### src/rtl/rfsched_pkg.sv
// rfsched_pkg: shared definitions for the register file read-port scheduler.
// Contents: lane count, lane index constants, scheduler state type.
package rfsched_pkg;

  localparam int unsigned NUM_LANES = 4;
  localparam int unsigned PIDX_W    = 2;  // port index width (NUM_PORTS <= 4)

  localparam int unsigned S0_RS = 0;
  localparam int unsigned S0_RT = 1;
  localparam int unsigned S1_RS = 2;
  localparam int unsigned S1_RT = 3;

  typedef enum logic [1:0] {
    IDLE = 2'd0,
    READ = 2'd1,
    HOLD = 2'd2
  } state_t;

endpackage

### src/rtl/rfsched_pick.sv
// rfsched_pick: combinational read-port picker.
// Scans pending lanes 0..3 in order and hands out up to NUM_PORTS read ports,
// lowest port first.
// Optional feature macro: RFSCHED_COALESCE_EN -- a lane whose address matches a
// lower lane already granted this cycle shares that lane's port for free.
// Ports:
//   pending    in   per-lane outstanding read
//   lane_addr  in   lane i address at [i*ADDR_W +: ADDR_W]
//   port_en    out  port k in use
//   port_addr  out  port k address (0 when unused)
//   lane_grant out  lane i served this cycle
//   lane_port  out  lane i port index at [i*PIDX_W +: PIDX_W]
module rfsched_pick
  import rfsched_pkg::*;
#(
  parameter int unsigned NUM_PORTS = 2,
  parameter int unsigned ADDR_W    = 5
) (
  input  logic [NUM_LANES-1:0]        pending,
  input  logic [NUM_LANES*ADDR_W-1:0] lane_addr,
  output logic [NUM_PORTS-1:0]        port_en,
  output logic [NUM_PORTS*ADDR_W-1:0] port_addr,
  output logic [NUM_LANES-1:0]        lane_grant,
  output logic [NUM_LANES*PIDX_W-1:0] lane_port
);

  always_comb begin
    int unsigned used;
    logic        hit;
    port_en    = '0;
    port_addr  = '0;
    lane_grant = '0;
    lane_port  = '0;
    used       = 0;
    for (int unsigned i = 0; i < NUM_LANES; i++) begin
      hit = 1'b0;
`ifdef RFSCHED_COALESCE_EN
      // Share the port of the first lower lane granted with the same address.
      for (int unsigned j = 0; j < i; j++) begin
        if (!hit && pending[i] && lane_grant[j] &&
            lane_addr[j*ADDR_W +: ADDR_W] == lane_addr[i*ADDR_W +: ADDR_W]) begin
          hit                          = 1'b1;
          lane_grant[i]                = 1'b1;
          lane_port[i*PIDX_W +: PIDX_W] = lane_port[j*PIDX_W +: PIDX_W];
        end
      end
`endif
      if (pending[i] && !hit && used < NUM_PORTS) begin
        lane_grant[i]                      = 1'b1;
        lane_port[i*PIDX_W +: PIDX_W]      = used[PIDX_W-1:0];
        port_en[used]                      = 1'b1;
        port_addr[used*ADDR_W +: ADDR_W]   = lane_addr[i*ADDR_W +: ADDR_W];
        used                               = used + 1;
      end
    end
  end

endmodule

### src/rtl/regfile_read_sched.sv
// regfile_read_sched: sequences one issue bundle of up to four source operands
// over NUM_PORTS register file read ports and returns the full operand set
// through a valid/ready handshake.
// Optional feature macro: RFSCHED_COALESCE_EN (same-address lanes share a port).
// Ports:
//   clock, reset_n           clock, synchronous active-low reset
//   req_valid/req_ready      bundle handshake (accepted only in IDLE)
//   req_addr, req_need       lane addresses and operand-required mask
//   rd_en, rd_addr, rd_data  register file read ports (data same cycle)
//   opnd_valid/opnd_ready    operand set handshake
//   opnd_data                lane i operand at [i*DATA_W +: DATA_W]
module regfile_read_sched
  import rfsched_pkg::*;
#(
  parameter int unsigned NUM_PORTS = 2,
  parameter int unsigned DATA_W    = 32,
  parameter int unsigned ADDR_W    = 5
) (
  input  logic                        clock,
  input  logic                        reset_n,
  input  logic                        req_valid,
  output logic                        req_ready,
  input  logic [NUM_LANES*ADDR_W-1:0] req_addr,
  input  logic [NUM_LANES-1:0]        req_need,
  output logic [NUM_PORTS-1:0]        rd_en,
  output logic [NUM_PORTS*ADDR_W-1:0] rd_addr,
  input  logic [NUM_PORTS*DATA_W-1:0] rd_data,
  output logic                        opnd_valid,
  input  logic                        opnd_ready,
  output logic [NUM_LANES*DATA_W-1:0] opnd_data
);

  state_t                        state;
  logic [NUM_LANES*ADDR_W-1:0]   lane_addr_q;
  logic [NUM_LANES-1:0]          pending_q;
  logic [NUM_LANES*DATA_W-1:0]   opnd_q;

  logic [NUM_LANES-1:0]          req_pend;
  logic [NUM_LANES-1:0]          pend_left;
  logic [NUM_PORTS-1:0]          port_en;
  logic [NUM_PORTS*ADDR_W-1:0]   port_addr;
  logic [NUM_LANES-1:0]          lane_grant;
  logic [NUM_LANES*PIDX_W-1:0]   lane_port;

  rfsched_pick #(
    .NUM_PORTS (NUM_PORTS),
    .ADDR_W    (ADDR_W)
  ) u_pick (
    .pending    (pending_q),
    .lane_addr  (lane_addr_q),
    .port_en    (port_en),
    .port_addr  (port_addr),
    .lane_grant (lane_grant),
    .lane_port  (lane_port)
  );

  // Register 0 always reads zero, so it never needs a port.
  always_comb begin
    req_pend = '0;
    for (int unsigned i = 0; i < NUM_LANES; i++) begin
      req_pend[i] = req_need[i] && (req_addr[i*ADDR_W +: ADDR_W] != '0);
    end
  end

  assign pend_left  = pending_q & ~lane_grant;
  assign req_ready  = (state == IDLE);
  assign opnd_valid = (state == HOLD);
  assign opnd_data  = opnd_q;
  assign rd_en      = (state == READ) ? port_en   : '0;
  assign rd_addr    = (state == READ) ? port_addr : '0;

  always_ff @(posedge clock) begin
    if (!reset_n) begin
      state       <= IDLE;
      lane_addr_q <= '0;
      pending_q   <= '0;
      opnd_q      <= '0;
    end else begin
      case (state)
        IDLE: begin
          if (req_valid) begin
            lane_addr_q <= req_addr;
            pending_q   <= req_pend;
            opnd_q      <= '0;
            state       <= (req_pend == '0) ? HOLD : READ;
          end
        end
        READ: begin
          for (int unsigned i = 0; i < NUM_LANES; i++) begin
            if (lane_grant[i]) begin
              opnd_q[i*DATA_W +: DATA_W] <=
                rd_data[lane_port[i*PIDX_W +: PIDX_W]*DATA_W +: DATA_W];
            end
          end
          pending_q <= pend_left;
          if (pend_left == '0) state <= HOLD;
        end
        HOLD: begin
          if (opnd_ready) state <= IDLE;
        end
        default: state <= IDLE;
      endcase
    end
  end

endmodule

### config.mk
export PLATFORM = sky130hd
export DESIGN_NAME = regfile_read_sched
export DESIGN_NICKNAME = d
export VERILOG_FILES = /design/src/rtl/rfsched_pkg.sv /design/src/rtl/rfsched_pick.sv /design/src/rtl/regfile_read_sched.sv
export SDC_FILE = /design/constraint.sdc
export NUM_CORES = 1
export LEC_CHECK = 0
export BUFFER_PORTS_ARGS = -buffer_cell sky130_fd_sc_hd__buf_4
export CAP_MARGIN = 25
export CORE_AREA = 4 4 164 166
export CTS_CLUSTER_SIZE = 30
export DETAILED_ROUTE_END_ITERATION = 10
export DIE_AREA = 0 0 168 170
export HOLD_SLACK_MARGIN = 0.03
export SLEW_MARGIN = 20
export SYNTH_ARGS = -nofsm -noshare
export SYNTH_HDL_FRONTEND = slang
export SYNTH_HIERARCHICAL = 1
export SYNTH_SLANG_ARGS = --single-unit
### constraint.sdc
create_clock -name clock -period 4.1 [get_ports clock]
set_clock_uncertainty 0.15 [all_clocks]
set_input_delay 0.205 -clock clock [delete_from_list [all_inputs] [get_ports clock]]
set_output_delay 0.205 -clock clock [all_outputs]
set_load 0.02 [all_outputs]
; After elaboration in Yosys (flattened, before gate mapping)
; Cells that the tools add are included.
[totals]
register_bits = 154
latchBits = 0
ram_bits = 0
romBits = 0
in_bits = 92
elab_cells = 113
mem_count = 0
[op_classes]
addsub = 5
n_mul = 3
div = 0
order_cmp = 9
eq_ne = 9
shifts = 9
mux = 41
bitwise_logic = 5
n_reduce_logical = 25
[ops]
columns = cell, n
row1 = $pmux W128 S2, 1
row2 = $mux W32, 6
row3 = $shiftx A64 B8 Y32, 3
row4 = $lt A32 B2 Y1 const B, 4
row5 = $mux W128, 1
row6 = $neg A32 Y34, 3
row7 = $shift A5 B34 Y10 const A, 3
row8 = $shiftx A5 B34 Y10, 3
row9 = $ge A32 B1 Y1 const B, 2
row10 = $mul A32 B3 Y32 const B, 2
row11 = $mux W10, 4
row12 = $add A32 B1 Y32 const B, 1
row13 = $bwmux W10, 3
row14 = $mux W2, 11
row15 = $reduce_bool A5 Y1, 4
row16 = $reduce_and A3 Y1, 5
row17 = $logic_and A1 B1 Y1, 10
row18 = $ne A2 B2 Y1 const B, 5
row19 = $logic_not A4 Y1, 2
row20 = $mux W1, 8
row21 = $pmux W4 S2, 1
row22 = $pmux W2 S3, 1
row23 = $mux W5, 1
row24 = $and A4 B4 Y4, 1
row25 = 15 further kinds, 21

; Depth between registers and ports, before layout
; Gate-level depths: netlist of run 1.
[logic_depth]
ltp_word = 15
depth_mapped = 18
depth_no_buf = 15

; By module
; The synthesis of run 1 kept the hierarchy.
[by_module_without_submodules]
columns = module, instances, cells_per_inst, area_per_inst_um2, seq_area_each_um2
row1 = regfile_read_sched, 1, 859, 7243.2, 3083.0
row2 = rfsched_pick, 1, 185, 1249.9, 0.0

; Worst setup path before layout of run 1
; Ideal clock, no wire load.
[synth_path]
kind = reg-to-output
startpoint = register pending_q[0]
endpoint = output port rd_addr[3]
arrival_ns = 3.820
required_time_ns = 3.745
slack_ns = -0.075
stages_incl_launch_ff = 16
path_cell_list = dfxtp_1 ha_1 nor2b_1 ha_1 clkbuf_1 clkbuf_1 inv_2 ha_1 nor3b_1 or2_2 a211oi_2 nand2b_1 buf_6 o31ai_4 mux2i_1 and2_1
[synth_between]
elab_chain_cells = 13
word_cells_on_any_way = 31
classes_between = 5 x add/sub / 3 x mul / 3 x order compare / 6 x shift / 11 x mux / 3 x reduce/logical
[synth_lines]
columns = element, line_no
row1 = from (decl), regfile_read_sched.sv:35  ; logic [NUM_LANES-1:0] pending_q;
row2 = from (signal assigned), regfile_read_sched.sv:83  ; pending_q <= req_pend;
row3 = from (signal assigned), regfile_read_sched.sv:95  ; pending_q <= pend_left;
row4 = $mux W1, rfsched_pick.sv:48  ; if (pending[i] && !hit && used < NUM_PORTS) begin
row5 = $lt A1 B2 Y1, rfsched_pick.sv:48
row6 = $logic_and A1 B1 Y1, rfsched_pick.sv:48
row7 = $mux W32, rfsched_pick.sv:48
row8 = $lt A32 B2 Y1, rfsched_pick.sv:48
row9 = $logic_and A1 B1 Y1, rfsched_pick.sv:48
row10 = $mux W32, rfsched_pick.sv:48
row11 = $mul A32 B3 Y32, rfsched_pick.sv:52  ; port_addr[used*ADDR_W +: ADDR_W] = lane_addr[i*ADDR_W +: ADDR_W];
row12 = $neg A32 Y34, rfsched_pick.sv:52
row13 = $shiftx A5 B34 Y10 / $shift A5 B34 Y10 (equally long branches), rfsched_pick.sv:52
row14 = $bwmux W10, rfsched_pick.sv:52
row15 = $mux W10 *, rfsched_pick.sv:48
row16 = net port_addr[3], regfile_read_sched.sv:41  ; logic [NUM_PORTS*ADDR_W-1:0] port_addr;
row17 = $mux W10 *, regfile_read_sched.sv:70  ; assign rd_addr = (state == READ) ? port_addr : '0;
row18 = to (decl), regfile_read_sched.sv:26  ; output logic [NUM_PORTS*ADDR_W-1:0] rd_addr,
; The timed path passes the listed nets; every way through them passes the cells marked *.

; Final worst setup path of run 1
; Ends and elaborated chain as after synthesis.

==> results of run 1 <==
## critical path: stages (launching register included)
cell and delay [ns]:
sky130_fd_sc_hd__dfxtp_4 0.37, sky130_fd_sc_hd__ha_4 0.19, sky130_fd_sc_hd__nand2b_4 0.17, sky130_fd_sc_hd__a21oi_4 0.20, sky130_fd_sc_hd__inv_2 0.05, sky130_fd_sc_hd__ha_1 0.30, sky130_fd_sc_hd__nor2_2 0.13, sky130_fd_sc_hd__nand3_2 0.11
sky130_fd_sc_hd__ha_4 0.23, sky130_fd_sc_hd__or4_4 0.55, sky130_fd_sc_hd__or3_4 0.36, sky130_fd_sc_hd__o31ai_4 0.07, sky130_fd_sc_hd__mux2i_1 0.21, sky130_fd_sc_hd__and2_1 0.14, sky130_fd_sc_hd__buf_4 0.13
## final cells by class
cell class / count / share of cell area, %
Antenna cell: 2 / 0.0435
Clock buffer: 18 / 3.82
Clock inverter: 13 / 1.14
Inverter: 11 / 0.381
Multi-Input combinational cell: 788 / 44.2
Sequential cell: 154 / 26.9
Tap cell: 335 / 3.65
Timing Repair Buffer: 293 / 19.8
## layout by cell type (no fill, tap or decap), types with 3 or more instances in the layout
| cell | count |
|---|---|
| sky130_fd_sc_hd__nor2b_1 | 6 |
| sky130_fd_sc_hd__dfxtp_1 | 152 |
| sky130_fd_sc_hd__a2bb2oi_1 | 4 |
| sky130_fd_sc_hd__mux2i_1 | 134 |
| sky130_fd_sc_hd__and3_1 | 3 |
| sky130_fd_sc_hd__buf_4 | 269 |
| sky130_fd_sc_hd__nand2_1 | 191 |
| sky130_fd_sc_hd__mux2_1 | 4 |
| sky130_fd_sc_hd__inv_1 | 6 |
| sky130_fd_sc_hd__o22ai_1 | 8 |
| sky130_fd_sc_hd__a21oi_1 | 157 |
| sky130_fd_sc_hd__clkbuf_16 | 17 |
| sky130_fd_sc_hd__ha_1 | 4 |
| sky130_fd_sc_hd__nor3b_4 | 3 |
| sky130_fd_sc_hd__nor2_1 | 23 |
| sky130_fd_sc_hd__o21ai_0 | 8 |
| sky130_fd_sc_hd__inv_6 | 5 |
| sky130_fd_sc_hd__ha_4 | 5 |
| sky130_fd_sc_hd__and2_1 | 14 |
| sky130_fd_sc_hd__a21oi_4 | 6 |
| sky130_fd_sc_hd__nand2b_1 | 10 |
| sky130_fd_sc_hd__a31oi_1 | 4 |
| sky130_fd_sc_hd__nor3_1 | 3 |
| sky130_fd_sc_hd__or4_1 | 4 |
| sky130_fd_sc_hd__inv_2 | 4 |
| sky130_fd_sc_hd__nand3_1 | 5 |
| sky130_fd_sc_hd__dlygate4sd3_1 | 21 |
| sky130_fd_sc_hd__o21ai_1 | 7 |
| sky130_fd_sc_hd__o32a_1 | 3 |
| sky130_fd_sc_hd__or3_1 | 128 |
| sky130_fd_sc_hd__conb_1 | 6 |
| sky130_fd_sc_hd__a22oi_1 | 8 |
## timing repair
item                                   4_1_cts  5_1_grt
setup endpoints to repair                    7        9
pin swaps                                    2        4
buffers inserted                             2        4
endpoints found under the hold margin       22        0
hold buffers                                21        0
gates resized for setup                      9       12
## flip-flops by register name, indices dropped and copies added, names as in the netlist
signal       cells
lane_addr_q     20
pending_q        4
state            2
opnd_data      128
## cell families after synthesis
kind of cell    count (synthesis)  synth area share [%]
compound gates                221                  15.1
xor+xnor                        3                 0.309
fa+ha+maj                       9                  1.33
buf+inv                       107                  5.95
flops                         154                  36.3
mux                           140                  16.7
other cells                     1                0.0442
simple gates                  409                  24.2
## metrics by stage
stage                     util (%)  power, mW  area, um^2
after floorplan                  -       2.27        8510
after global placement        41.1       2.66       10500
after detailed placement      41.2       2.66       10500
after CTS                     44.5       4.26       11400
after global routing          44.8       4.47       11500
final                         44.9       4.25       11500
## layer usage
metal | vias to the layer above | part of all wire (%) | track usage, %
met5 | - | 0.068 | 0
met4 | 2 | 1.4 | 4.73
met3 | 29 | 6.1 | 5.81
met2 | 201 | 48 | 33.4
met1 | 3889 | 45 | 25.3
li1 | 4106 | - | -
## how the worst min path moves through the flow
stage                    end  cells after the start
3_3_place_gp   opnd_data[40]                      2
4_1_cts        opnd_data[46]                      4
2_1_floorplan       state[0]                      1
6_report            state[1]                      4
3_5_place_dp   opnd_data[11]                      2
5_1_grt        opnd_data[46]                      4
## power by group
| part | total, mW | internal, mW | switching (mW) |
|---|---|---|---|
| logic | 1.10 | 0.421 | 0.676 |
| registers | 1.59 | 1.55 | 0.0413 |
| clock network | 1.56 | 0.867 | 0.695 |
==> results.toml, run 1 <==
[outcome]
run_status = "finished clean"

[drt]
wl_per_cell_um = 18.2
detail-route-antenna-nets = 0
drtIter0Drc = 429
firstDrtPassIters = 6
detailroute.via_count = 8227
detail_route.vias_per_cell = 5.10
number_of_remaining_drc_errors = 0
routed_wl_um = 29300

[floorplanning]
die-area_um2 = 28600
num_rows = 59
fp.dieW_um = 168
core_area_um2 = 25600
floorplan.die.height_um = 170
io_pins = 234
floorplan.initialDensity_pct = 33.2

[clocking]
cts-root-buf = "sky130_fd_sc_hd__clkbuf_16"
worst_setup_hold_path_clk_slew_ns = 0.06
clock_sink_count = 154
cts_tree = "done"
cts.htree.levels = 4
tritoncts.num_buffers = 17
worstSkewPairLatency_ns = 0.42
clockBufferDepth = 2

[job]
max_cap_viol_count = 0

[timing]
layout_worst_path_cycle_share_pct = 97.2
fin_crit_ns = 3.98
max_freq_mhz = 251
relSlewSlack_pct = 38.6
timing.setup.tns_ns = 0
worst_pin_slew_ns = 0.919
setup_viol = 0
finalMaxSlewViolations = 0
fin_ws_ns = 0.116
whs_ns = 0.0638
endpoints_failing_hold = 0

[global_route]
grt-ovfl-total = 0
grt_usage_pct = 19.9
grt_max_degree = 86
first_global_vias = 8238
grt_first_pass_wirelength_um = 45800
initial_antenna_violation_count = 1

[worst_hold_path]
hp-class = "in -> reg"
hold_wc_startpoint = "req_need[1]"

[setup_path]
worstPathRequired_ns = 3.74
startpoint_type = "register"
worst_ep_arrival_ns = 3.63
crit_path_end_kind = "output port"
crit_path_end = "rd_addr[3]"
crit-reg2reg-launch = "pending_q[0]"
worstSetupStartpoint = "pending_q[0]"
reg2reg_depth = 10
critical_r2r_capture = "opnd_data[126]"
path_max_fanout = 8
setup.reg_to_reg.worst_slack_ns = 1.37
path_class = "reg -> out"

[yosys]
postSynthAreaPerCell_um2 = 8.14
ys.flop_type = "sky130_fd_sc_hd__dfxtp_1"
synth-seq-cells = 154
synth_warnings = 6
synth.distinct_cells = 65
syn_inst = 1044
synth.most_common_cell = "sky130_fd_sc_hd__nand2_1"
netlist_area_before_placement_um2 = 8490
synth_area_leader_cell = "sky130_fd_sc_hd__dfxtp_1"
netlist_top_cells_count = "191 x sky130_fd_sc_hd__nand2_1, 160 x sky130_fd_sc_hd__a21oi_1, 154 x sky130_fd_sc_hd__dfxtp_1, 134 x sky130_fd_sc_hd__mux2i_1, 129 x sky130_fd_sc_hd__or3_1"
seq_area_frac_synth_pct = 36.3
synth_async_sr_flop_share_pct = 0
synth_enable_flop_cells = 0
netlist.area_leader.share_pct = 36.3
synth.area.top_cells = "sky130_fd_sc_hd__dfxtp_1 36%, sky130_fd_sc_hd__mux2i_1 16%, sky130_fd_sc_hd__or3_1 9.5%, sky130_fd_sc_hd__a21oi_1 9.4%, sky130_fd_sc_hd__nand2_1 8.4%"

[placed_design]
port_buffers = 233
pre_cts_slack_ns = 0.246
place.detailed.hpwl_um = 20300
placed_cells_incl_taps = 1554
gp_congestion = 0.901

[cells_and_area]
layoutNonFillerInstCount = 1614
multi_input_comb_area_um2 = 5080
layout.area.seq_um2 = 3090
filler_cell_count = 2606
finish.net_count = 1366
areaGrowthSynthToFinish_pct = 35.3
share_of_layout_cells_above_drive_strength_1_pct = 26.5

[pwr]
power.density_cell_area_nw_per_um2 = 370
irDropWorstVdd_mv = 0.186
p_leak_nw = 4.35
Note: power is estimated with default switching activity, not from simulation.
==> inputs of run 2 (changes only) <==
CORE_AREA = 4 4 151 153   (was 4 4 164 166)
DIE_AREA = 0 0 155 157   (was 0 0 168 170)
PLACE_DENSITY = 0.66   (was not set)
==> run 2 against run 1 <==
Compared with the run above: clock power about the same; final area decreased by 0.83%; total power is essentially flat; count of clock-buffer cells in the layout rose by 3.
==> results.toml, run 2 (synthesis results as in run 1) <==
[setup_path]
worstPathRequired_ns = 3.74
path_max_fanout = 8
path_class = "reg -> out"
startpoint_type = "register"
crit_path_end_kind = "output port"
worst_ep_arrival_ns = 3.56

[cells_and_area]
finish.net_count = 1361
layout.cells.most_common_list = "265 x sky130_fd_sc_hd__buf_4, 191 x sky130_fd_sc_hd__nand2_1, 157 x sky130_fd_sc_hd__a21oi_1, 151 x sky130_fd_sc_hd__dfxtp_1, 134 x sky130_fd_sc_hd__mux2i_1"
share_of_layout_cells_above_drive_strength_1_pct = 26.2
areaGrowthSynthToFinish_pct = 34.2
antenna_cells = 0
final_common_cell = "sky130_fd_sc_hd__buf_4"
finish.instance_area_um2 = 11400
largest_reg_flops = 128

[global_route]
grt_max_degree = 89
grt_first_pass_wirelength_um = 45100
initial_antenna_violation_count = 0
grt_usage_pct = 23.1
first_global_vias = 8202
grt-ovfl-total = 0

[clocking]
cts-root-buf = "sky130_fd_sc_hd__clkbuf_16"
worst_setup_hold_path_clk_slew_ns = 0.07
clockBufferDepth = 2
tritoncts.num_buffers = 17
worstSkewPairLatency_ns = 0.42
cts_tree = "done"
clock_sink_count = 154
cts.htree.levels = 4

[timing]
endpoints_failing_hold = 0
layout_worst_path_cycle_share_pct = 95.5
relSlewSlack_pct = 33.4
whs_ns = 0.0587
max_freq_mhz = 255
setup_viol = 0
fin_ws_ns = 0.184
worst_pin_slew_ns = 0.998
finalMaxSlewViolations = 0
fin_crit_ns = 3.92

[job]
max_cap_viol_count = 0

[drt]
detailroute.via_count = 8319
routed_wl_um = 29200
firstDrtPassIters = 7
drtIter0Drc = 532
detail-route-antenna-nets = 0
detail_route.vias_per_cell = 5.36
wl_per_cell_um = 18.8
number_of_remaining_drc_errors = 0

[placed_design]
pre_cts_slack_ns = 0.161
place.detailed.hpwl_um = 19800
port_buffers = 233
gp_congestion = 0.884
dpl_cell_area_um2 = 10500

[pwr]
power.density_cell_area_nw_per_um2 = 373
design_power_total_mw = 4.25
irDropWorstVdd_mv = 0.246
p_leak_nw = 4.30

[floorplanning]
floorplan.initialDensity_pct = 39.4
core_area_um2 = 21600
die-area_um2 = 24300
fp.dieW_um = 155
io_pins = 234
floorplan.die.height_um = 157
num_rows = 54

[worst_hold_path]
hp-class = "in -> reg"

[outcome]
run_status = "finished clean"
## run 2: repair_timing
item	4_1_cts	5_1_grt
endpoints found under the hold margin	22	0
setup endpoints to repair	8	8
hold buffers	21	0
buffers inserted	2	1
pin swaps	2	0
gates resized for setup	11	12
## run 2: final cells by class
type / instances / area, um^2
Sequential cell: 154 / 3090
Timing Repair Buffer: 288 / 2250
Fill cell: 2070 / 10200
Inverter: 11 / 43.8
Tap cell: 280 / 350
Clock inverter: 11 / 113
Multi-Input combinational cell: 788 / 5100
Clock buffer: 21 / 450
## run 2: power by group
group	internal, mW	switching [mW]
Sequential	1.55	0.0437
Clock	0.863	0.684
Combinational	0.426	0.684
Total	2.84	1.41
## run 2: metrics by stage
| step | utilization, % | cells | setup TNS, ns |
|---|---|---|---|
| floorplan | - | 1049 | 0 |
| global placement | 48.4 | 1496 | 0 |
| detailed placement | 48.6 | 1497 | 0 |
| CTS | 52.4 | 1552 | 0 |
| global route | 52.9 | 1553 | -0.0419 |
| finish | 52.9 | 1553 | 0 |
## run 2: critical path: stages, from the launching register on
cell	delay, ns
sky130_fd_sc_hd__dfxtp_4	0.37
sky130_fd_sc_hd__ha_4	0.20
sky130_fd_sc_hd__nand2b_4	0.17
sky130_fd_sc_hd__a21oi_4	0.14
sky130_fd_sc_hd__inv_2	0.07
sky130_fd_sc_hd__ha_4	0.23
sky130_fd_sc_hd__nor2_1	0.12
sky130_fd_sc_hd__nand3_1	0.15
sky130_fd_sc_hd__ha_4	0.25
sky130_fd_sc_hd__or4_4	0.55
sky130_fd_sc_hd__or3_4	0.36
sky130_fd_sc_hd__o31ai_4	0.07
sky130_fd_sc_hd__mux2i_1	0.20
sky130_fd_sc_hd__and2_1	0.13
sky130_fd_sc_hd__buf_4	0.14
## run 2: worst paths after layout
path | start | endpoint | slack [ns] | cells after the start
setup / recovery | pending_q[0] | rd_addr[3] | 0.18 | 14
hold reg to reg | opnd_data[95] | opnd_data[95] | 0.30 | 2
hold / removal | rd_data[14] | opnd_data[78] | 0.06 | 4
setup reg to reg | state[0] | opnd_data[85] | 1.19 | 6
## run 2: layer usage
metal,part of all wire [%],global-route usage [%],vias to the layer above,routed length [um]
li1,-,-,4087,-
met1,43,29.4,3947,12700
met2,47,38.1,246,13800
met3,7.3,6.93,39,2140
met4,2.0,6.94,0,580
met5,0,0,-,0
